===== src/rtl/mem_arbiter_pkg.sv =====
// mem_arbiter_pkg: shared state encodings and default widths for the memory arbiter
package mem_arbiter_pkg;
    typedef enum logic [1:0] {
        IDLE    = 2'd0,
        IFETCH  = 2'd1,
        DACCESS = 2'd2
    } arbState_t;
    localparam int DEF_AW = 32;
    localparam int DEF_DW = 32;
    localparam int DEF_TIMEOUT = 15;
endpackage


===== src/rtl/mem_arbiter_if.sv =====
// mem_arbiter_if: single-port memory bus between the arbiter (master) and the memory (slave)
interface mem_arbiter_if #(parameter int AW = 32, parameter int DW = 32);
    logic          mem_req;
    logic          mem_we;
    logic [AW-1:0] mem_addr;
    logic [DW-1:0] mem_wdata;
    logic [DW-1:0] mem_rdata;
    logic          mem_ready;
    modport master (output mem_req, mem_we, mem_addr, mem_wdata, input mem_rdata, mem_ready);
    modport slave  (input mem_req, mem_we, mem_addr, mem_wdata, output mem_rdata, mem_ready);
endinterface


===== src/rtl/mem_arbiter_wait_ctr.sv =====
// arb_wait_ctr: counts unanswered request cycles and flags the one that exhausts the budget
module arb_wait_ctr #(parameter int TIMEOUT = 15) (
    input  logic clk,
    input  logic reset,
    input  logic clr,
    input  logic inc,
    output logic timeout
);
    localparam int W = $clog2(TIMEOUT + 1);
    logic [W-1:0] cnt;
    // Fires on the TIMEOUT-th waiting cycle, so the access is abandoned at that edge
    assign timeout = inc && cnt == W'(TIMEOUT - 1);
    always_ff @(posedge clk or negedge reset) begin
        if (!reset) cnt <= '0;
        else if (clr || timeout) cnt <= '0;
        else if (inc) cnt <= cnt + 1'b1;
    end
endmodule


===== src/rtl/mem_arbiter.sv =====
// mem_arbiter: serializes fetch and data accesses onto one variable-latency memory port,
// data first, with a one-cycle lockout of the port whose valid is pulsing
module mem_arbiter import mem_arbiter_pkg::*; #(
    parameter int AW = DEF_AW,
    parameter int DW = DEF_DW,
    parameter int TIMEOUT = DEF_TIMEOUT
) (
    input  logic          clk,
    input  logic          reset,
    input  logic [AW-1:0] PCF,
    input  logic          IFReq,
    output logic [DW-1:0] InstrF,
    output logic          IFValid,
    input  logic          DataReqM,
    input  logic          MemWriteM,
    input  logic [AW-1:0] ALUResultM,
    input  logic [DW-1:0] WriteDataM,
    output logic [DW-1:0] ReadDataM,
    output logic          DataValidM,
    output logic          StallF,
    output logic          StallM,
    output logic          BusErr,
    mem_arbiter_if.master mem
);
    arbState_t state;
    logic timeout;
    logic dataElig;
    logic fetchElig;
    assign dataElig  = DataReqM & ~DataValidM;
    assign fetchElig = IFReq & ~IFValid;
    assign StallF = IFReq & ~IFValid;
    assign StallM = DataReqM & ~DataValidM;
    arb_wait_ctr #(.TIMEOUT(TIMEOUT)) waitCtr (
        .clk(clk),
        .reset(reset),
        .clr(mem.mem_req & mem.mem_ready),
        .inc(mem.mem_req & ~mem.mem_ready),
        .timeout(timeout)
    );
    always_ff @(posedge clk or negedge reset) begin
        if (!reset) begin
            state <= IDLE;
            mem.mem_req <= 1'b0;
            mem.mem_we <= 1'b0;
            mem.mem_addr <= '0;
            mem.mem_wdata <= '0;
            InstrF <= '0;
            ReadDataM <= '0;
            IFValid <= 1'b0;
            DataValidM <= 1'b0;
            BusErr <= 1'b0;
        end else begin
            IFValid <= 1'b0;
            DataValidM <= 1'b0;
            case (state)
                IDLE: begin
                    if (dataElig) begin
                        mem.mem_req <= 1'b1;
                        mem.mem_we <= MemWriteM;
                        mem.mem_addr <= ALUResultM;
                        mem.mem_wdata <= WriteDataM;
                        state <= DACCESS;
                    end else if (fetchElig) begin
                        mem.mem_req <= 1'b1;
                        mem.mem_we <= 1'b0;
                        mem.mem_addr <= PCF;
                        state <= IFETCH;
                    end
                end
                IFETCH, DACCESS: begin
                    // An abort completes the access like a response, but with zero data
                    if (mem.mem_ready || timeout) begin
                        mem.mem_req <= 1'b0;
                        mem.mem_we <= 1'b0;
                        state <= IDLE;
                        if (!mem.mem_ready) BusErr <= 1'b1;
                        if (state == IFETCH) begin
                            IFValid <= 1'b1;
                            InstrF <= mem.mem_ready ? mem.mem_rdata : '0;
                        end else begin
                            DataValidM <= 1'b1;
                            if (!mem.mem_ready) ReadDataM <= '0;
                            else if (!mem.mem_we) ReadDataM <= mem.mem_rdata;
                        end
                    end
                end
                default: state <= IDLE;
            endcase
        end
    end
endmodule


===== src/flat_wrapper.sv =====
// flat-port wrapper written by rule: the top's interface ports become plain ports
module mem_arbiter_flat import mem_arbiter_pkg::*;
#(
    parameter int AW = DEF_AW,
    parameter int DW = DEF_DW,
    parameter int TIMEOUT = DEF_TIMEOUT
)
  (clk, reset, PCF, IFReq, InstrF, IFValid, DataReqM, MemWriteM, ALUResultM, WriteDataM, ReadDataM, DataValidM, StallF, StallM, BusErr, mem_mem_req, mem_mem_we, mem_mem_addr, mem_mem_wdata, mem_mem_rdata, mem_mem_ready);
  mem_arbiter_if #(.AW(AW), .DW(DW)) mem_i ();
  input  logic clk;
  input  logic reset;
  input  logic [AW-1:0] PCF;
  input  logic IFReq;
  output logic [DW-1:0] InstrF;
  output logic IFValid;
  input  logic DataReqM;
  input  logic MemWriteM;
  input  logic [AW-1:0] ALUResultM;
  input  logic [DW-1:0] WriteDataM;
  output logic [DW-1:0] ReadDataM;
  output logic DataValidM;
  output logic StallF;
  output logic StallM;
  output logic BusErr;
  output wire logic [$bits(mem_i.mem_req)-1:0] mem_mem_req;
  output wire logic [$bits(mem_i.mem_we)-1:0] mem_mem_we;
  output wire logic [$bits(mem_i.mem_addr)-1:0] mem_mem_addr;
  output wire logic [$bits(mem_i.mem_wdata)-1:0] mem_mem_wdata;
  input wire logic [$bits(mem_i.mem_rdata)-1:0] mem_mem_rdata;
  input wire logic [$bits(mem_i.mem_ready)-1:0] mem_mem_ready;
  assign mem_mem_req = mem_i.mem_req;
  assign mem_mem_we = mem_i.mem_we;
  assign mem_mem_addr = mem_i.mem_addr;
  assign mem_mem_wdata = mem_i.mem_wdata;
  assign mem_i.mem_rdata = mem_mem_rdata;
  assign mem_i.mem_ready = mem_mem_ready;
  mem_arbiter #(.AW(AW), .DW(DW), .TIMEOUT(TIMEOUT)) u_core (.clk(clk), .reset(reset), .PCF(PCF), .IFReq(IFReq), .InstrF(InstrF), .IFValid(IFValid), .DataReqM(DataReqM), .MemWriteM(MemWriteM), .ALUResultM(ALUResultM), .WriteDataM(WriteDataM), .ReadDataM(ReadDataM), .DataValidM(DataValidM), .StallF(StallF), .StallM(StallM), .BusErr(BusErr), .mem(mem_i));
endmodule

===== config.mk =====
export PLATFORM = sky130hd
export DESIGN_NAME = mem_arbiter_flat
export DESIGN_NICKNAME = d
export VERILOG_FILES = /design/src/rtl/mem_arbiter_pkg.sv /design/src/rtl/mem_arbiter_if.sv /design/src/rtl/mem_arbiter_wait_ctr.sv /design/src/rtl/mem_arbiter.sv /design/src/flat_wrapper.sv
export SDC_FILE = /design/constraint.sdc
export NUM_CORES = 1
export LEC_CHECK = 0
export CAP_MARGIN = 20
export CORE_MARGIN = 5
export CORE_UTILIZATION = 43
export CTS_CLUSTER_DIAMETER = 30
export CTS_CLUSTER_SIZE = 24
export DETAILED_ROUTE_END_ITERATION = 10
export PLACE_DENSITY = 0.81
export SLEW_MARGIN = 25
export SYNTH_ARGS = -nofsm -noshare
export SYNTH_HDL_FRONTEND = slang
export SYNTH_SLANG_ARGS = --single-unit
export TNS_END_PERCENT = 100

===== constraint.sdc =====
create_clock -name clk -period 1.95 [get_ports clk]
set_input_delay 0.39 -clock clk [delete_from_list [all_inputs] [get_ports clk]]
set_output_delay 0.39 -clock clk [all_outputs]
set_load 0.005 [all_outputs]

==> flow_metrics.py, run 1 <==
metrics = {
    "die": {
        "start_util_pct": 43.2,
        "placement_rows": 44,
        "die_height_um": 130,
        "placeableCoreArea_um2": 14400,
        "die_outline_area_um2": 17000,
        "i_o_pins": 269,
        "die-width_um": 130,
    },
    "cts": {
        "worst_setup_hold_path_clk_slew_ns": 0.06,
        "tritoncts_num_sinks": 139,
        "tritoncts": "yes",
        "clock_tree.buffer_depth": 2,
        "library_cell_used_as_clock_root_buffer": "clkbuf_16",
        "tritoncts.num_buffers": 17,
        "h-tree-depth": 4,
        "insertion_delay_ns": 0.41,
    },
    "synthesis": {
        "ys.warnings.count": 0,
        "post_synthesis_sequential_element_count": 139,
        "ys_dominant_reg_cell": "dfrtp_1",
        "syn_inst": 421,
        "synthesis.area_um2": 6210,
        "synth-async-reset-ratio_pct": 100,
        "number_of_enable_type_register_cells_in_the_synthesized_netlist": 0,
        "syn-num-nets": 560,
        "syn_avg_cell_area_um2": 14.8,
        "synth.distinct_cells": 36,
        "part_of_the_yosys_area_used_for_sequential_elements_pct": 56.0,
    },
    "finish": {
        "final_net_count": 840,
        "finish.utilization_pct": 68.5,
        "drive_gt1_share_pct": 21.7,
        "area_overhead_vs_synth_pct": 58.3,
        "stdcell_count": 898,
        "antenna-diode-count": 0,
        "layout.filler_cells": 986,
        "final_cell_mix": "clkdlybuf4s50_1 (264), dfrtp_1 (138), a22o_1 (96)",
        "mostFrequentLayoutCell": "clkdlybuf4s50_1",
    },
    "pwr": {
        "maximum_vdd_drop_mv": 0.895,
        "p_per_area_nw_per_um2": 1630,
        "p_leak_nw": 4.34,
        "p_total_mw": 16.0,
    },
    "routing": {
        "postRouteAntennaNets": 0,
        "wl_per_cell_um": 20.2,
        "drt-initial-drc-count": 224,
        "vias": 4757,
        "drt-pass1-iter-count": 4,
        "vias_per_cell": 5.30,
        "remaining_drc_errors": 0,
        "drt_wl_total_um": 18100,
    },
    "sta": {
        "hold_viol_final": 0,
        "clock_skew_ns": 0.00878,
        "setup_total_negative_slack_ns": 0,
        "worst_slew_pin_slew_ns": 0.633,
        "max_slew_margin_pct": 57.7,
        "timing.final.setup_violations": 0,
        "fin_crit_ns": 1.89,
        "fin_hold_ws_ns": 0.471,
        "fmax_ghz": 0.529,
        "timing.final.max_slew_violations": 0,
        "final_min_period_over_clock_period_pct": 97.0,
    },
    "setup_path": {
        "largest_driver_fanout_on_the_critical_path": 2,
        "setup.worst_path.start": "u_core.DataValidM",
        "endpoint_kind": "output port",
        "reg2reg_slack_ns": 0.09,
        "worst_r2r_path_depth": 7,
        "cp.arrival_ns": 1.50,
        "timing.critical_path.from_type": "flop",
        "criticalPathCategory": "flop to output port",
        "critical_path.endpoint": "StallM",
        "timing.rr.end": "u_core.ReadDataM[31]",
        "timing.critical_path.required_ns": 1.56,
        "r2r-start": "u_core.state[0]",
    },
    "placed_design": {
        "numPlacedInstances": 859,
        "place.gp.congestion": 0.804,
        "io_buf_count": 268,
        "hpwlAfterDp_um": 12800,
    },
    "global_routing": {
        "total_congestion_overflow_after_global_routing": 0,
        "via_count_of_the_first_global_routing_pass": 5055,
        "grt_antenna_before_repair": 0,
        "grt_start_max_net_pins": 46,
        "grtUsageTotal_pct": 21.1,
        "wire_length_of_the_first_global_routing_pass_um": 27400,
    },
    "run_status": {
        "outcome": "complete, no violations",
    },
    "job": {
        "maxCapViolCount": 0,
    },
    "worst_hold_path": {
        "hold_removal_path_class": "input port to async pin",
    },
}
## registers in the layout, indices dropped and copies added, names as in the netlist
register	count
u_core.mem.mem_we	1
u_core.InstrF	32
u_core.mem.mem_wdata	32
u_core.state	2
u_core.mem.mem_addr	32
u_core.DataValidM	1
u_core.BusErr	1
u_core.IFValid	1
u_core.mem.mem_req	1
u_core.ReadDataM	32
u_core.waitCtr.cnt	4
## report_power, final
group	switching, mW	internal [mW]	total (mW)
logic	2.67	4.97	7.63
registers	0.938	4.29	5.23
clock network	1.26	1.92	3.18
## per-stage QoR
step | instance area (um2) | setup WS (ns)
floorplan | 6210 | 0.345
global placement | 9160 | -0.134
detailed placement | 9160 | -0.174
CTS | 9810 | 0.0181
global route | 9840 | -0.0148
finish | 9840 | 0.0588
## what timing repair did
| action | 4_1_cts | 5_1_grt |
|---|---|---|
| endpoints found under the setup margin | 28 | 31 |
| hold endpoints to repair | 41 | 0 |
| hold buffers | 1 | 0 |
| gates resized for setup | 6 | 4 |
| setup buffers | 3 | 2 |
| gates cloned | 1 | 0 |
## metal layers
layer	vias to the layer above	track usage, %	routed length, um
li1	2151	-	-
met3	26	7.65	1720
met1	2362	25.2	7040
met4	0	7.15	291
met5	-	0	0
met2	218	35.4	9060
## synth_stat cells (all sizes together), types with 2 or more instances
library cell / n / area [um2]
ha: 5 / 62.6
nand2b: 3 / 18.8
dfrtp: 139 / 3480
nor2b: 9 / 56.3
mux2: 96 / 1280
a22oi: 3 / 22.5
o2bb2ai: 3 / 26.3
buf: 21 / 161
a21oi: 3 / 15.0
clkbuf: 10 / 38.8
a22o: 96 / 841
inv: 9 / 33.8
o21ai: 2 / 10.0
mux2i: 2 / 20.0
a21o: 2 / 15.0
nand2: 4 / 20.0
o31ai: 2 / 15.0
## kinds of logic (layout without fill, tap and decap cells)
kind of cell	count (synthesis)	after routing	synth area share [%]
fa+ha+maj	5	5	1.01
mux	98	98	20.9
compound gates	116	116	16.0
buf+inv	40	332	3.77
simple gates	23	24	2.34
flops	139	139	56.0
## worst min-delay path by stage
stage          start           endpoint  slack (ns)  cells past startpoint
6_report       reset  u_core.InstrF[27]        0.47                      2
5_1_grt        reset  u_core.InstrF[27]        0.48                      2
4_1_cts        reset  u_core.InstrF[27]        0.47                      2
3_5_place_dp   reset  u_core.InstrF[15]        0.36                      1
3_3_place_gp   reset  u_core.InstrF[15]        0.35                      1
2_1_floorplan  reset      u_core.BusErr        0.09                      0
## final cells by class
type	count	area [um2]	area share, %
Clock buffer	19	443	4.50
Clock inverter	13	141	1.44
Inverter	9	33.8	0.343
Multi-Input combinational cell	243	2550	25.9
Sequential cell	139	3480	35.4
Tap cell	184	230	2.34
Timing Repair Buffer	291	2960	30.1
## critical path, stage by stage (launching register included)
cell and delay (ns):
dfrtp_1 0.38, nand2b_4 0.15, inv_1 0.05, clkdlybuf4s50_1 0.50
Note: power is estimated with default switching activity, not from simulation.
==> run 2: changes to the inputs <==
Settings changed: GPL_ROUTABILITY_DRIVEN from default to 0.
==> results of run 2 <==
The final DEF is identical to that of run 1; final timing and power are the same.
